`src/rtl/matmul_pkg.sv`:
```
// Shared types and helpers for the matrix-multiply job sequencer.
package matmul_pkg;

   localparam int SIZE_COUNT = 8;
   localparam int SIZE_WIDTH = $clog2(SIZE_COUNT);

   // Index 0 is rows-1, index 1 is cols-1.
   typedef logic [1:0][SIZE_WIDTH-1:0] size_pair_t;

   typedef enum logic [2:0] {
      ST_IDLE,
      ST_START,
      ST_WAIT_BUSY,
      ST_WAIT_DONE,
      ST_DRAIN
   } seq_state_t;

   function automatic logic [31:0] c_addr_f(input logic [SIZE_WIDTH-1:0] r,
                                            input logic [SIZE_WIDTH-1:0] c);
      return 32'(r) * 32'(SIZE_COUNT) + 32'(c);
   endfunction

endpackage

```
`src/rtl/matmul_result_fifo.sv`:
```
// Two-entry result FIFO holding {last, data}; push and pop may share a cycle,
// including when full.
module matmul_result_fifo #(
   parameter int WIDTH = 33
) (
   input  logic             clk,
   input  logic             reset,
   input  logic             push,
   input  logic [WIDTH-1:0] push_data,
   input  logic             pop,
   output logic [WIDTH-1:0] head,
   output logic             full,
   output logic             empty,
   output logic [1:0]       count
);

   logic [WIDTH-1:0] mem [2];
   logic             wr_ptr;
   logic             rd_ptr;
   logic             do_push;
   logic             do_pop;

   assign do_pop  = pop && (count != 2'd0);
   assign do_push = push && ((count != 2'd2) || do_pop);

   always_ff @(posedge clk or negedge reset) begin
      if (!reset) begin
         mem[0] <= '0;
         mem[1] <= '0;
         wr_ptr <= 1'b0;
         rd_ptr <= 1'b0;
         count  <= 2'd0;
      end else begin
         if (do_push) begin
            mem[wr_ptr] <= push_data;
            wr_ptr      <= ~wr_ptr;
         end
         if (do_pop) begin
            rd_ptr <= ~rd_ptr;
         end
         count <= count + {1'b0, do_push} - {1'b0, do_pop};
      end
   end

   assign head  = mem[rd_ptr];
   assign full  = (count == 2'd2);
   assign empty = (count == 2'd0);

endmodule

```
`src/rtl/matmul_job_sequencer.sv`:
```
// Job sequencer for matrix_multiply_top: accepts a descriptor, runs the engine
// under a timeout, then streams matrix C out through a 2-entry result FIFO.
//
// state      | meaning
// IDLE       | cmd_ready high, waiting for a descriptor
// START      | one-cycle mm_start pulse, timeout timer loaded
// WAIT_BUSY  | waiting for the engine to raise mm_busy
// WAIT_DONE  | waiting for the engine to drop mm_busy
// DRAIN      | reading C row-major onto the result stream
module matmul_job_sequencer
   import matmul_pkg::*;
#(
   parameter int ADDR_WIDTH     = 32,
   parameter int DATA_WIDTH     = 32,
   parameter int TIMEOUT_CYCLES = 4096
) (
   input  logic                  clk,
   input  logic                  reset,
   input  logic                  cmd_valid,
   output logic                  cmd_ready,
   input  size_pair_t            cmd_a_size,
   input  size_pair_t            cmd_b_size,
   output logic                  mm_start,
   output size_pair_t            mm_a_size,
   output size_pair_t            mm_b_size,
   input  logic                  mm_busy,
   output logic [ADDR_WIDTH-1:0] mm_c_address,
   input  logic [DATA_WIDTH-1:0] mm_c_read_data,
   output logic                  res_valid,
   input  logic                  res_ready,
   output logic [DATA_WIDTH-1:0] res_data,
   output logic                  res_last,
   output logic                  done,
   output logic                  err_dim,
   output logic                  err_timeout
);

   localparam int TW = $clog2(TIMEOUT_CYCLES + 1);

   seq_state_t            state;
   logic [TW-1:0]         tmr;
   logic [SIZE_WIDTH-1:0] row;
   logic [SIZE_WIDTH-1:0] col;
   logic [SIZE_WIDTH-1:0] row_nxt;
   logic [SIZE_WIDTH-1:0] col_nxt;
   logic                  all_issued;
   logic                  rd_pend;
   logic                  rd_last;
   logic                  is_last_elem;
   logic                  issue;
   logic                  pop;
   logic [1:0]            occ_after_pop;
   logic [1:0]            fifo_count;
   logic                  fifo_full;
   logic                  fifo_empty;
   logic [DATA_WIDTH:0]   fifo_head;

   always_ff @(posedge clk or negedge reset) begin
      if (!reset) begin
         state       <= ST_IDLE;
         cmd_ready   <= 1'b1;
         mm_start    <= 1'b0;
         done        <= 1'b0;
         err_dim     <= 1'b0;
         err_timeout <= 1'b0;
         mm_a_size   <= '0;
         mm_b_size   <= '0;
         tmr         <= '0;
      end else begin
         mm_start    <= 1'b0;
         done        <= 1'b0;
         err_dim     <= 1'b0;
         err_timeout <= 1'b0;
         case (state)
            ST_IDLE: begin
               if (cmd_valid && cmd_ready) begin
                  if (cmd_a_size[1] != cmd_b_size[0]) begin
                     err_dim <= 1'b1;
                  end else begin
                     mm_a_size <= cmd_a_size;
                     mm_b_size <= cmd_b_size;
                     mm_start  <= 1'b1;
                     cmd_ready <= 1'b0;
                     state     <= ST_START;
                  end
               end
            end
            ST_START: begin
               tmr   <= TW'(TIMEOUT_CYCLES);
               state <= ST_WAIT_BUSY;
            end
            ST_WAIT_BUSY, ST_WAIT_DONE: begin
               tmr <= tmr - 1'b1;
               // Terminal count wins over a busy edge landing in the same cycle.
               if (tmr == TW'(1)) begin
                  err_timeout <= 1'b1;
                  cmd_ready   <= 1'b1;
                  state       <= ST_IDLE;
               end else if ((state == ST_WAIT_BUSY) && mm_busy) begin
                  state <= ST_WAIT_DONE;
               end else if ((state == ST_WAIT_DONE) && !mm_busy) begin
                  state <= ST_DRAIN;
               end
            end
            ST_DRAIN: begin
               if (pop && res_last) begin
                  done      <= 1'b1;
                  cmd_ready <= 1'b1;
                  state     <= ST_IDLE;
               end
            end
            default: begin
               cmd_ready <= 1'b1;
               state     <= ST_IDLE;
            end
         endcase
      end
   end

   assign res_valid           = !fifo_empty;
   assign {res_last, res_data} = fifo_head;
   assign pop                 = res_valid && res_ready;
   assign is_last_elem        = (row == mm_a_size[0]) && (col == mm_b_size[1]);

   // The read presented on mm_c_address is committed only when a FIFO slot is
   // guaranteed for its data one cycle later, counting this cycle's pop.
   assign occ_after_pop = fifo_count - {1'b0, pop} + {1'b0, rd_pend};
   assign issue = (state == ST_DRAIN) && !all_issued && (occ_after_pop < 2'd2) &&
                  !(fifo_full && !pop);

   always_comb begin
      row_nxt = row;
      col_nxt = col + 1'b1;
      if (col == mm_b_size[1]) begin
         col_nxt = '0;
         row_nxt = row + 1'b1;
      end
   end

   always_ff @(posedge clk or negedge reset) begin
      if (!reset) begin
         row          <= '0;
         col          <= '0;
         all_issued   <= 1'b0;
         mm_c_address <= '0;
         rd_pend      <= 1'b0;
         rd_last      <= 1'b0;
      end else begin
         rd_pend <= issue;
         rd_last <= issue && is_last_elem;
         if (state != ST_DRAIN) begin
            row          <= '0;
            col          <= '0;
            all_issued   <= 1'b0;
            mm_c_address <= '0;
         end else if (issue) begin
            if (is_last_elem) begin
               all_issued <= 1'b1;
            end else begin
               row          <= row_nxt;
               col          <= col_nxt;
               mm_c_address <= ADDR_WIDTH'(c_addr_f(row_nxt, col_nxt));
            end
         end
      end
   end

   matmul_result_fifo #(
      .WIDTH(DATA_WIDTH + 1)
   ) u_fifo (
      .clk       (clk),
      .reset     (reset),
      .push      (rd_pend),
      .push_data ({rd_last, mm_c_read_data}),
      .pop       (pop),
      .head      (fifo_head),
      .full      (fifo_full),
      .empty     (fifo_empty),
      .count     (fifo_count)
   );

endmodule

```
`config.mk`:
```
export PLATFORM = sky130hd
export DESIGN_NAME = matmul_job_sequencer
export DESIGN_NICKNAME = d
export VERILOG_FILES = /design/src/rtl/matmul_pkg.sv /design/src/rtl/matmul_result_fifo.sv /design/src/rtl/matmul_job_sequencer.sv
export SDC_FILE = /design/constraint.sdc
export NUM_CORES = 1
export LEC_CHECK = 0
export ABC_AREA = 1
export CAP_MARGIN = 25
export CORE_ASPECT_RATIO = 1.1
export CORE_MARGIN = 8
export CORE_UTILIZATION = 46
export DETAILED_ROUTE_END_ITERATION = 7
export PLACE_DENSITY = 0.85
export SYNTH_ARGS = -nofsm -noshare
export SYNTH_HDL_FRONTEND = slang
export SYNTH_HIERARCHICAL = 1
export SYNTH_SLANG_ARGS = --single-unit
```
`constraint.sdc`:
```
create_clock -name clk -period 1.9 [get_ports clk]
set_input_delay 0.38 -clock clk [delete_from_list [all_inputs] [get_ports clk]]
set_output_delay 0.38 -clock clk [all_outputs]
set_load 0.01 [all_outputs]
```
==> results of run 1 <==
-- worst register-to-register path, delay by kind of cell, from the launching register on --
family	cells	cell delay, ns
buffers and inverters	3	0.21
DFF	1	0.41
and+or+nand+nor	4	0.34
AOI/OAI and AO/OA	1	0.05
adders and majority gates	2	0.46
xor gates and xnor gates	1	0.16
-- worst max-delay path by stage --
stage	to	cells after the start	slack, ns
6_report	res_data[26]	5	0.07
5_1_grt	res_last	5	0.004
4_1_cts	res_last	5	0.005
3_5_place_dp	u_fifo/count[1]	12	-0.28
3_3_place_gp	u_fifo/count[1]	12	-0.23
2_1_floorplan	u_fifo/count[1]	12	0.009
-- state kept, by name, summed over array words and instances (netlist names), 2 cells and up --
register	count
col	2
row	2
mm_a_size	6
mm_b_size	6
mm_c_address	2
state	3
u_fifo/mem	66
tmr	13
u_fifo/count	2
-- through the flow --
| stage | cell area [sq um] | util | total power, mW | setup slack [ns] |
|---|---|---|---|---|
| final | 7310 | 0.585 | 10.3 | 0.0715 |
| after CTS | 7300 | 0.585 | 10.4 | 0.00547 |
| after floorplan | 5910 | - | 6.51 | 0.00937 |
| after global routing | 7310 | 0.585 | 11.2 | 0.00350 |
| after global placement | 6970 | 0.558 | 8.33 | -0.233 |
| after detailed placement | 6970 | 0.558 | 8.46 | -0.280 |
-- what timing repair did --
| action | 4_1_cts | 5_1_grt |
|---|---|---|
| buffers inserted | 1 | 0 |
| pin swaps | 0 | 2 |
| cloned | 1 | 1 |
| endpoints found under the hold margin | 0 | 0 |
| hold buffers | 0 | 0 |
| endpoints found under the setup margin | 34 | 22 |
| gates resized for setup | 43 | 28 |
-- synthesized netlist by cell type --
cell | n | area, sq um
buf_1 | 2 | 7.51
conb_1 | 1 | 3.75
a21oi_1 | 5 | 25.0
nand2_2 | 4 | 25.0
nor2_4 | 1 | 11.3
xor2_1 | 5 | 43.8
clkbuf_1 | 7 | 26.3
buf_4 | 31 | 233
dfrtp_1 | 111 | 2780
buf_6 | 9 | 101
a21oi_2 | 1 | 8.76
clkinv_1 | 1 | 3.75
o22ai_1 | 3 | 18.8
o21ai_2 | 1 | 8.76
nand4_1 | 75 | 469
nand2_1 | 317 | 1190
nand3_1 | 21 | 105
inv_1 | 53 | 199
buf_2 | 15 | 75.1
nor3_1 | 2 | 10.0
nand3_2 | 4 | 40.0
dfstp_2 | 1 | 26.3
inv_2 | 5 | 18.8
o21ai_1 | 6 | 30.0
ha_1 | 6 | 75.1
nor2_1 | 29 | 109
xnor2_1 | 6 | 52.6
nor4_1 | 1 | 6.26
o21ai_0 | 21 | 105
nor2_2 | 1 | 6.26
-- cell families (layout without fill, tap and decap cells) --
group | after synthesis | in the layout
buffers and inverters | 123 | 206
adder cells (fa/ha/maj) | 6 | 6
XOR/XNOR | 11 | 11
other | 1 | 26
AO/OA/AOI/OAI | 37 | 37
AND/OR/NAND/NOR | 455 | 455
flip-flops | 112 | 112
-- area by class of cell --
| cell class | count | area [sq um] |
|---|---|---|
| well taps | 157 | 196 |
| inverters | 59 | 226 |
| fillers | 1171 | 5180 |
| clock inverters | 3 | 65.1 |
| repair buffers | 131 | 1310 |
| flip-flops and latches | 112 | 2810 |
| clock buffers | 13 | 250 |
| multi-input cells | 535 | 2450 |
-- per-layer routing --
layer	share of wire	wire, um	vias to the layer above
li1	-	-	2543
met1	0.42	5770	2357
met2	0.50	6890	144
met3	0.080	1110	10
met4	0.0088	122	0
met5	0	0	-
-- power breakdown --
group          switching (mW)  internal (mW)  total (mW)
sequential              0.501           3.18        3.68
combinational            2.75           1.91        4.66
clock                   0.815           1.19        2.01
==> metrics.md, run 1 <==
| Metric | Value |
|---|---|
| # rows | `43` |
| Final wirelength | `~14 mm` |
| Count of non-filler cells in the finished layout | `1010` |
| Unrepaired setup endpoints after global routing | `false` |
| Number of design rule violations left after detail routing | `0` |
| Clock tree from TritonCTS | `done` |
| Largest family of logic cells by synthesized area | `simple AND/OR/NAND/NOR gates` |
| Overflow left after global routing | `0` |
| Post-Syn Instances | `745` |
| Kind of end point of the critical path | `output pin` |
| Post-Synthesis Cell Area | `5810 sq um` |
| Number of vias per cell | `5.00` |
| Leading cell type in the layout, fill and taps excluded | `nand2_1` |
| Number of inserted diodes | `0` |
| CTS max path bufs | `2` |
| First-iteration detailed-routing DRC count | `around 370` |
| XOR/XNOR Fraction of Synth Area | `0.0166` |
| Share of cell area taken by muxes after synthesis | `0` |
| Worst endpoint required time | `1.52 ns` |
| Vias in the first global route | `4860` |
| Dominant cell type by count on the critical path | `nand2_1` |
| Met2 track utilization from global routing | `0.285` |
| Reg-to-Reg Start | `u_fifo/count[0]` |
| Setup clock skew after layout | `0.00591 ns` |
| Max incr delay on CP | `between 0.4 and 0.5 ns` |
| Reg2reg path depth | `11` |
| Worst reg2reg endpoint | `u_fifo/count[1]` |
| GR met3 Demand/Resource | `0.0467` |
| Chain of cells forming the critical path | `buf_6, buf_12, nand2_1, nand2_1, dlygate4sd2_1` |
| Placer congestion estimate | `0.804` |
| Pins Over Slew Limit | `0` |
| Startpoint type of the worst setup path | `flop` |
| Critical-path maximum fanout | `11` |
| Arrival time at the worst endpoint | `1.45 ns` |
| Slew at the pin with the worst max-slew slack | `0.597 ns` |
| Share of the cycle needed by the critical path after routing | `0.962` |
| Worst rel slew slack | `0.602` |
| Floorplan die width | `123 um` |
| Kind of cell adding the most delay to the critical path | `buffers and inverters` |
| Mean Syn Cell Area | `7.80 sq um` |
| Core area | `12500 sq um` |
| First element of the critical path | `u_fifo/rd_ptr` |
| Number of top-level pins | `between 100 and 150` |
| Hold slack | `0.0982 ns` |
| Clock insertion delay at the later pin of the skew report | `around 0.34 ns` |
| GRT Util Overall | `0.169` |
| Total power divided by cell area | `approximately 1400 nW/um^2` |
| Number of port buffers | `105` |
| Leakage | `a little under 4 nW` |
| Compound-Gate Fraction of Synth Area | `0.0338` |
| Number of levels the H-tree was split into | `3` |
| Placed wire-length estimate after detailed placement | `9.32 mm` |
| Status | `completed` |
| Total number of vias | `5054` |
| Most heavily used metal layer in global routing | `met2` |
| Minimum clock period | `about 1.8 ns` |
| Commonest non-fill, non-tap cells in the layout | `nand2_1, dfrtp_1, nand4_1` |
| CTS clock-pin slew for the worst setup and hold paths | `0.07 ns` |
| Reg-to-reg slack, setup | `~0.18 ns` |
| Synthesized-area fraction occupied by adder cells | `0.0129` |
| Setup-violating endpoint count in the final report | `0` |
| Maximum clock frequency | `547 MHz` |
| Fin. Hold Viols | `0` |
| Proportion of synthesized chip area in sequential cells | `0.482` |
| IR Drop Worst-Case VDD | `0.819 mV` |
| Layout net count | `903` |
| Height of the die | `about 130 um` |
| Max-capacitance violation count | `0` |
| Number of buffers created by CTS | `9` |
| Number of antenna-violating nets in the routed design | `0` |
| Setup_tns | `0 ns` |
| Total clock sinks | `112` |
| Synthesis-to-layout area growth | `25.7%` |
| Drt wl/cell | `approximately 14 um` |
| Pin count of the biggest net entering global routing | `approximately 110` |
| Buf/Inv on CP | `3` |
| Share of layout cells above drive strength 1 | `0.0891` |
| Register bit total from synthesis | `112` |
| Die footprint | `16500 sq um` |
| Clk root buf | `clkbuf_16` |
| First-pass GRT wire length | `around 23 mm` |
| Yosys synthesis warning count | `6` |
| Placed insts | `991` |
| Count of TritonRoute iterations in the first routing pass | `4` |
| Area share of and/or/nand/nor cells after synthesis | `0.339` |
| Count of unique library cells instantiated by Yosys | `30` |
| Slowest cell on crit path | `dfrtp_2` |
| Initial standard-cell utilization of the core | `0.466` |
| Path class of the lowest-slack min-delay path | `primary input to asynchronous set/reset pin` |
| Met1 track demand over resource | `0.210` |
| Number of antenna violations at the first check in global routing | `0` |
| Critical path class | `flop to output pin` |
Power figures use the tool's default switching activity.
==> run 2: changes to the inputs <==
- SLEW_MARGIN: default -> 20
==> results of run 2 <==
The final DEF is identical to that of run 1; final timing and power are the same.
